$ cat src/rtl/rc4_ct_decrypt_reader_if.sv
// Bundles the ciphertext memory read port, keystream input, plaintext output and run control
// of the RC4 ciphertext reader; master is the reader, slave is its environment.
interface rc4_ct_decrypt_reader_if #(
  parameter int DATA_W = 4,
  parameter int ADDR_W = 4
);
  logic              start;
  logic              busy;
  logic              done;
  logic              mem_rd_en;
  logic [ADDR_W-1:0] mem_addr;
  logic [DATA_W-1:0] mem_dout;
  logic              ks_valid;
  logic              ks_ready;
  logic [DATA_W-1:0] ks_data;
  logic              pt_valid;
  logic              pt_ready;
  logic [DATA_W-1:0] pt_data;
  logic [ADDR_W-1:0] pt_index;

  modport master (
    input  start, mem_dout, ks_valid, ks_data, pt_ready,
    output busy, done, mem_rd_en, mem_addr, ks_ready, pt_valid, pt_data, pt_index
  );

  modport slave (
    output start, mem_dout, ks_valid, ks_data, pt_ready,
    input  busy, done, mem_rd_en, mem_addr, ks_ready, pt_valid, pt_data, pt_index
  );
endinterface

$ cat src/rtl/rc4_ct_decrypt_reader.sv
// Walks the ciphertext memory in index order, XORs each entry with one keystream nibble and
// presents the recovered plaintext; 4 cycles per nibble minimum, stalls in KS/OUT on handshakes.
module rc4_ct_decrypt_reader #(
  parameter int DATA_W = 4,
  parameter int DEPTH  = 16,
  parameter int ADDR_W = 4
) (
  input logic                     clk,
  input logic                     reset,
  rc4_ct_decrypt_reader_if.master bus
);
  typedef enum logic [2:0] {IDLE, READ, WAIT, KS, OUT, DONE} state_t;

  localparam logic [ADDR_W-1:0] LAST_IDX = ADDR_W'(DEPTH - 1);

  state_t            state, state_nxt;
  logic [ADDR_W-1:0] idx, idx_nxt;
  logic [DATA_W-1:0] ct_reg, ct_nxt;
  logic [DATA_W-1:0] pt_reg, pt_nxt;

  always_ff @(posedge clk or posedge reset) begin
    if (reset) begin
      state  <= IDLE;
      idx    <= '0;
      ct_reg <= '0;
      pt_reg <= '0;
    end else begin
      state  <= state_nxt;
      idx    <= idx_nxt;
      ct_reg <= ct_nxt;
      pt_reg <= pt_nxt;
    end
  end

  // mem_dout is only sampled in WAIT so undefined read data never reaches an output.
  always_comb begin
    state_nxt = state;
    idx_nxt   = idx;
    ct_nxt    = ct_reg;
    pt_nxt    = pt_reg;
    case (state)
      IDLE: begin
        if (bus.start) begin
          state_nxt = READ;
          idx_nxt   = '0;
        end
      end
      READ: state_nxt = WAIT;
      WAIT: begin
        ct_nxt    = bus.mem_dout;
        state_nxt = KS;
      end
      KS: begin
        if (bus.ks_valid) begin
          pt_nxt    = ct_reg ^ bus.ks_data;
          state_nxt = OUT;
        end
      end
      OUT: begin
        if (bus.pt_ready) begin
          if (idx == LAST_IDX) begin
            state_nxt = DONE;
          end else begin
            idx_nxt   = idx + ADDR_W'(1);
            state_nxt = READ;
          end
        end
      end
      DONE: begin
        idx_nxt   = '0;
        state_nxt = IDLE;
      end
      default: state_nxt = IDLE;
    endcase
  end

  always_comb begin
    bus.mem_rd_en = (state == READ);
    bus.ks_ready  = (state == KS);
    bus.pt_valid  = (state == OUT);
    bus.done      = (state == DONE);
    bus.busy      = (state != IDLE);
    bus.mem_addr  = idx;
    bus.pt_index  = idx;
    bus.pt_data   = pt_reg;
  end
endmodule

$ cat src/flat_wrapper.sv
// flat-port wrapper written by rule: the top's interface ports become plain ports
module rc4_ct_decrypt_reader_flat 
#(
  parameter int DATA_W = 4,
  parameter int DEPTH  = 16,
  parameter int ADDR_W = 4
)
  (clk, reset, bus_start, bus_mem_dout, bus_ks_valid, bus_ks_data, bus_pt_ready, bus_busy, bus_done, bus_mem_rd_en, bus_mem_addr, bus_ks_ready, bus_pt_valid, bus_pt_data, bus_pt_index);
  rc4_ct_decrypt_reader_if #(.DATA_W(DATA_W), .ADDR_W(ADDR_W)) bus_i ();
  input logic clk;
  input logic reset;
  input wire logic [$bits(bus_i.start)-1:0] bus_start;
  input wire logic [$bits(bus_i.mem_dout)-1:0] bus_mem_dout;
  input wire logic [$bits(bus_i.ks_valid)-1:0] bus_ks_valid;
  input wire logic [$bits(bus_i.ks_data)-1:0] bus_ks_data;
  input wire logic [$bits(bus_i.pt_ready)-1:0] bus_pt_ready;
  output wire logic [$bits(bus_i.busy)-1:0] bus_busy;
  output wire logic [$bits(bus_i.done)-1:0] bus_done;
  output wire logic [$bits(bus_i.mem_rd_en)-1:0] bus_mem_rd_en;
  output wire logic [$bits(bus_i.mem_addr)-1:0] bus_mem_addr;
  output wire logic [$bits(bus_i.ks_ready)-1:0] bus_ks_ready;
  output wire logic [$bits(bus_i.pt_valid)-1:0] bus_pt_valid;
  output wire logic [$bits(bus_i.pt_data)-1:0] bus_pt_data;
  output wire logic [$bits(bus_i.pt_index)-1:0] bus_pt_index;
  assign bus_i.start = bus_start;
  assign bus_i.mem_dout = bus_mem_dout;
  assign bus_i.ks_valid = bus_ks_valid;
  assign bus_i.ks_data = bus_ks_data;
  assign bus_i.pt_ready = bus_pt_ready;
  assign bus_busy = bus_i.busy;
  assign bus_done = bus_i.done;
  assign bus_mem_rd_en = bus_i.mem_rd_en;
  assign bus_mem_addr = bus_i.mem_addr;
  assign bus_ks_ready = bus_i.ks_ready;
  assign bus_pt_valid = bus_i.pt_valid;
  assign bus_pt_data = bus_i.pt_data;
  assign bus_pt_index = bus_i.pt_index;
  rc4_ct_decrypt_reader #(.DATA_W(DATA_W), .DEPTH(DEPTH), .ADDR_W(ADDR_W)) u_core (.clk(clk), .reset(reset), .bus(bus_i));
endmodule
$ cat config.mk
export PLATFORM = sky130hd
export DESIGN_NAME = rc4_ct_decrypt_reader_flat
export DESIGN_NICKNAME = d
export VERILOG_FILES = /design/src/rtl/rc4_ct_decrypt_reader_if.sv /design/src/rtl/rc4_ct_decrypt_reader.sv /design/src/flat_wrapper.sv
export SDC_FILE = /design/constraint.sdc
export NUM_CORES = 1
export LEC_CHECK = 0
export ABC_AREA = 1
export CORE_UTILIZATION = 56
export DETAILED_ROUTE_END_ITERATION = 8
export DONT_BUFFER_PORTS = 1
export PLACE_DENSITY = 0.71
export SYNTH_ARGS = -nofsm -noshare
export SYNTH_HDL_FRONTEND = slang
export SYNTH_SLANG_ARGS = --single-unit
$ cat constraint.sdc
create_clock -name clk -period 3.8 [get_ports clk]
set_input_delay 0.57 -clock clk [delete_from_list [all_inputs] [get_ports clk]]
set_output_delay 0.57 -clock clk [all_outputs]
set_load 0.02 [all_outputs]
### Yosys cells after proc, flatten, opt, wreduce, memory -nomap -nowiden

Index checks and enable logic that the tools add are counted.

* input bits: 13
* output and inout port bits: 17
* register bits after elaboration: 15

* equality and inequality tests: 10
* muxes and demuxes: 9
* bitwise logic cells: 1
* reduce and logical (&&, ||, !) cells: 6
* $add $sub $neg: 1

Operators by type and width (count)
* one-hot mux 3 bit (5 select lines): 1
* two-way mux 3 bit: 4
* two-way mux 4 bit: 3
* one-hot mux 4 bit (3 select lines): 1
* != test 2 bit, second input constant: 4
* equality test 3 x 2 -> 1 bit, second input constant: 2
* equality test 3 bit, second input constant: 2
* nonzero test 3 bit: 2
* adder 4 x 1 -> 4 bit, second input constant: 1
* equality test 4 bit, second input constant: 1
* AND reduction 4 bit: 1
* XOR 4 bit: 1
* equality test 3 x 1 -> 1 bit, second input constant: 1
* zero test 3 bit: 1
* AND reduction 3 bit: 1
* AND reduction 2 bit: 1

### Depth between registers and ports, before layout

* depth in word-level cells: 4
* gate-level depth with buffers: 7
* mapped depth without buffers: 7

### Worst setup path before layout

OpenSTA, ideal clock, no wires.

* kind: register -> output
* start: reg u_core.state[2]
* end: out bus_done
* data required time: 3.230 ns
* stages on the path, launching flop included: 3
* arrival: 1.032 ns
* path slack: 2.198 ns
* cell sequence: dfrtp_1 -> inv_2 -> nor3_1

* longest elaborated chain between the ends: 1

RTL lines
* start, declared: RTL line rc4_ct_decrypt_reader.sv:16 `state_t state, state_nxt;`
* start signal, assigned: RTL line rc4_ct_decrypt_reader.sv:28 `state <= state_nxt;`
* equality test 3 bit: RTL line rc4_ct_decrypt_reader.sv:81 `bus.done = (state == DONE);`
* end, declared: RTL line flat_wrapper.sv:18 `output wire logic [$bits(bus_i.done)-1:0] bus_done;`

Every way passes these cells.

### Worst setup path after layout

Ends and elaborated chain as after synthesis.

==> metrics.csv <==
stage,metric,value,unit
status,status,"finished, final reports clean",
global_routing,grt_pass1_vias,496,
global_routing,globalRouteOverflowTotal,0,
placed_design,numPortBuffers,0,
yosys,syn-instance-count,97,
placed_design,post-dp-hpwl,1.081,mm
power_and_ir_drop,p_leak,0.4259,nW
worst_setup_path,crit_required,3.23,ns
drt,drc_errors,0,
clock_network,cts_hold_buf,0,
yosys,synth_edf_count,0,
sta,fmax,508.2,MHz
clock_network,clockBufferDepth,2,
drt,wl_per_cell,12.35,um
drt,vias_per_cell,5.179,
worst_setup_path,rrSetupSlack,2.19,ns
worst_setup_path,arrival,1.40,ns
drt,ant_nets,0,
cells_and_area,fin_area,835.8,um2
cells_and_area,seq_area,375.4,um2
worst_setup_path,path_max_fanout,6,
drt,wirelength,1.383,mm
cells_and_area,final_cells,112,
cells_and_area,num-fill-cells,119,
worst_setup_path,crit_type,reg2out,
drt,drt-initial-drc-count,5,
yosys,syn_area,820.8,um2
sta,fin_crit_sh,51.79,%
drt,vias,580,
global_routing,antenna_found_initial,0,
yosys,synth_common_cells,"nand2_1, dfrtp_1, inv_1, nand3_1",
global_routing,grt_pass1_wl,2.104,mm
global_routing,track_usage,20.33,%
die,fp-row-count,13,
cells_and_area,diodes,0,
sta,finalSetupViolCount,0,
cells_and_area,postLayoutCoreUtil,62.66,%
placed_design,gp_congestion,0.7802,
worst_setup_path,endpoint_kind,primary output,
die,die_w,40.29,um
yosys,netlist_top_cells_area,"dfrtp_1, nand2_1, mux2_2",
yosys,netlist.area_leader.share,45.73,%
cells_and_area,drive_above_1_share,17.53,%
sta,finClkSkew,0.005010,ns
yosys,yosysTopAreaCell,dfrtp_1,
die,die_area,1623,um2
global_routing,grt_max_degree,16,
clock_network,path_clk_slew,0.08,ns
clock_network,clk_latency,0.28,ns
placed_design,postPlaceCellArea,809.5,um2
die,core_area,1334,um2
yosys,synth.distinct_cells,20,
yosys,ys_async_sr_fraction,100.0,%
clock_network,root_buffer,clkbuf_4,
placed_design,dp_slack,2.142,ns
sta,rsz0062_at_grt,no,
clock_network,htreeDepth,1,
yosys,synth-seq-cells,15,
sta,hold_viol,0,
yosys,syn_area_per_cell,8.462,um2
sta,worst_slew_pin_slew,0.6633,ns
die,io_pins,30,
flow_run,drv_cap,0,
yosys,seq_area_frac_synth,45.73,%
cells_and_area,multi_input_area,370.4,um2
sta,fin_setup_tns,0,ns
cells_and_area,area_growth,1.829,%
die,start_util,61.54,%
placed_design,placed_cells,108,
clock_network,cts_tree,done,
yosys,synthFlopType,dfrtp_1,
sta,slew_violations,0,
sta,layout_setup_ws,1.832,ns
power_and_ir_drop,peakVddDrop,0.6188,mV
worst_setup_path,cp-start-kind,flip-flop,
sta,hold_slack,0.2141,ns
power_and_ir_drop,finalPower,0.6600,mW
cells_and_area,finalNetCount,112,
sta,fin_crit,1.968,ns
yosys,synth_most_common_cell,nand2_1,
yosys,synth_fp_nets,111,
clock_network,numCtsBuffers,3,
die,die_y,40.29,um
drt,first_pass_iters,4,
clock_network,cts_resized,0,
clock_network,cts.sinks,15,
hold_path,hold_path_class,in2async,
worst_setup_path,rr_worst_depth,7,
clock_network,post-cts-setup-buffers,0,
power_and_ir_drop,powerDensity,789.7,nW/um2
yosys,yosys_warnings,0,
sta,relSlewSlack,55.44,%
cell families (layout without fill, tap and decap cells):
group	after synthesis	count (layout)	synth area share (%)
mux	4	4	5.487
xor+xnor	4	4	4.268
simple gates	49	49	28.96
buf+inv	16	16	9.146
fa+ha+maj	1	1	1.524
compound gates	8	8	4.877
flops	15	15	45.73
power by group:
part           internal [mW]  switching (mW)
clock                 0.0407          0.0457
sequential             0.222          0.0971
combinational         0.0906           0.164
critical path, stage by stage (launching register included):
cell and delay [ns]:
dfrtp_1 0.50, inv_2 0.09, nor3_1 0.52
layer usage:
layer | track usage, % | wire, um
met5 | 0 | 0
met4 | 5.000 | 0
met3 | 10.56 | 79
met2 | 32.26 | 631
met1 | 24.22 | 672
layout by cell type (no fill, tap or decap), drive strengths merged:
master / count
nand2: 26
dfrtp: 15
inv: 12
nand3: 8
nor2: 8
o21ai: 6
xor2: 4
mux2: 4
nor3: 4
clkbuf: 4
a21oi: 2
nand3b: 2
nand4: 1
ha: 1
layout make-up:
cell class,instances,share of cell area [%]
clock buffers,4,3.144
multi-input cells,66,44.31
flip-flops and latches,15,44.91
well taps,15,2.246
inverters,12,5.389
path summary, 6_finish.rpt:
path	startpoint	endpoint
worst max register to register	u_core.bus.mem_addr[0]	u_core.bus.mem_addr[2]
worst min-delay path	reset	u_core.ct_reg[2]
worst min register to register	u_core.ct_reg[2]	u_core.ct_reg[2]
worst max-delay path	u_core.state[2]	bus_done
max in group asynchronous	reset	u_core.bus.pt_data[0]
min in group clk	bus_mem_dout[2]	u_core.ct_reg[2]
(Power assumes the default switching activity.)
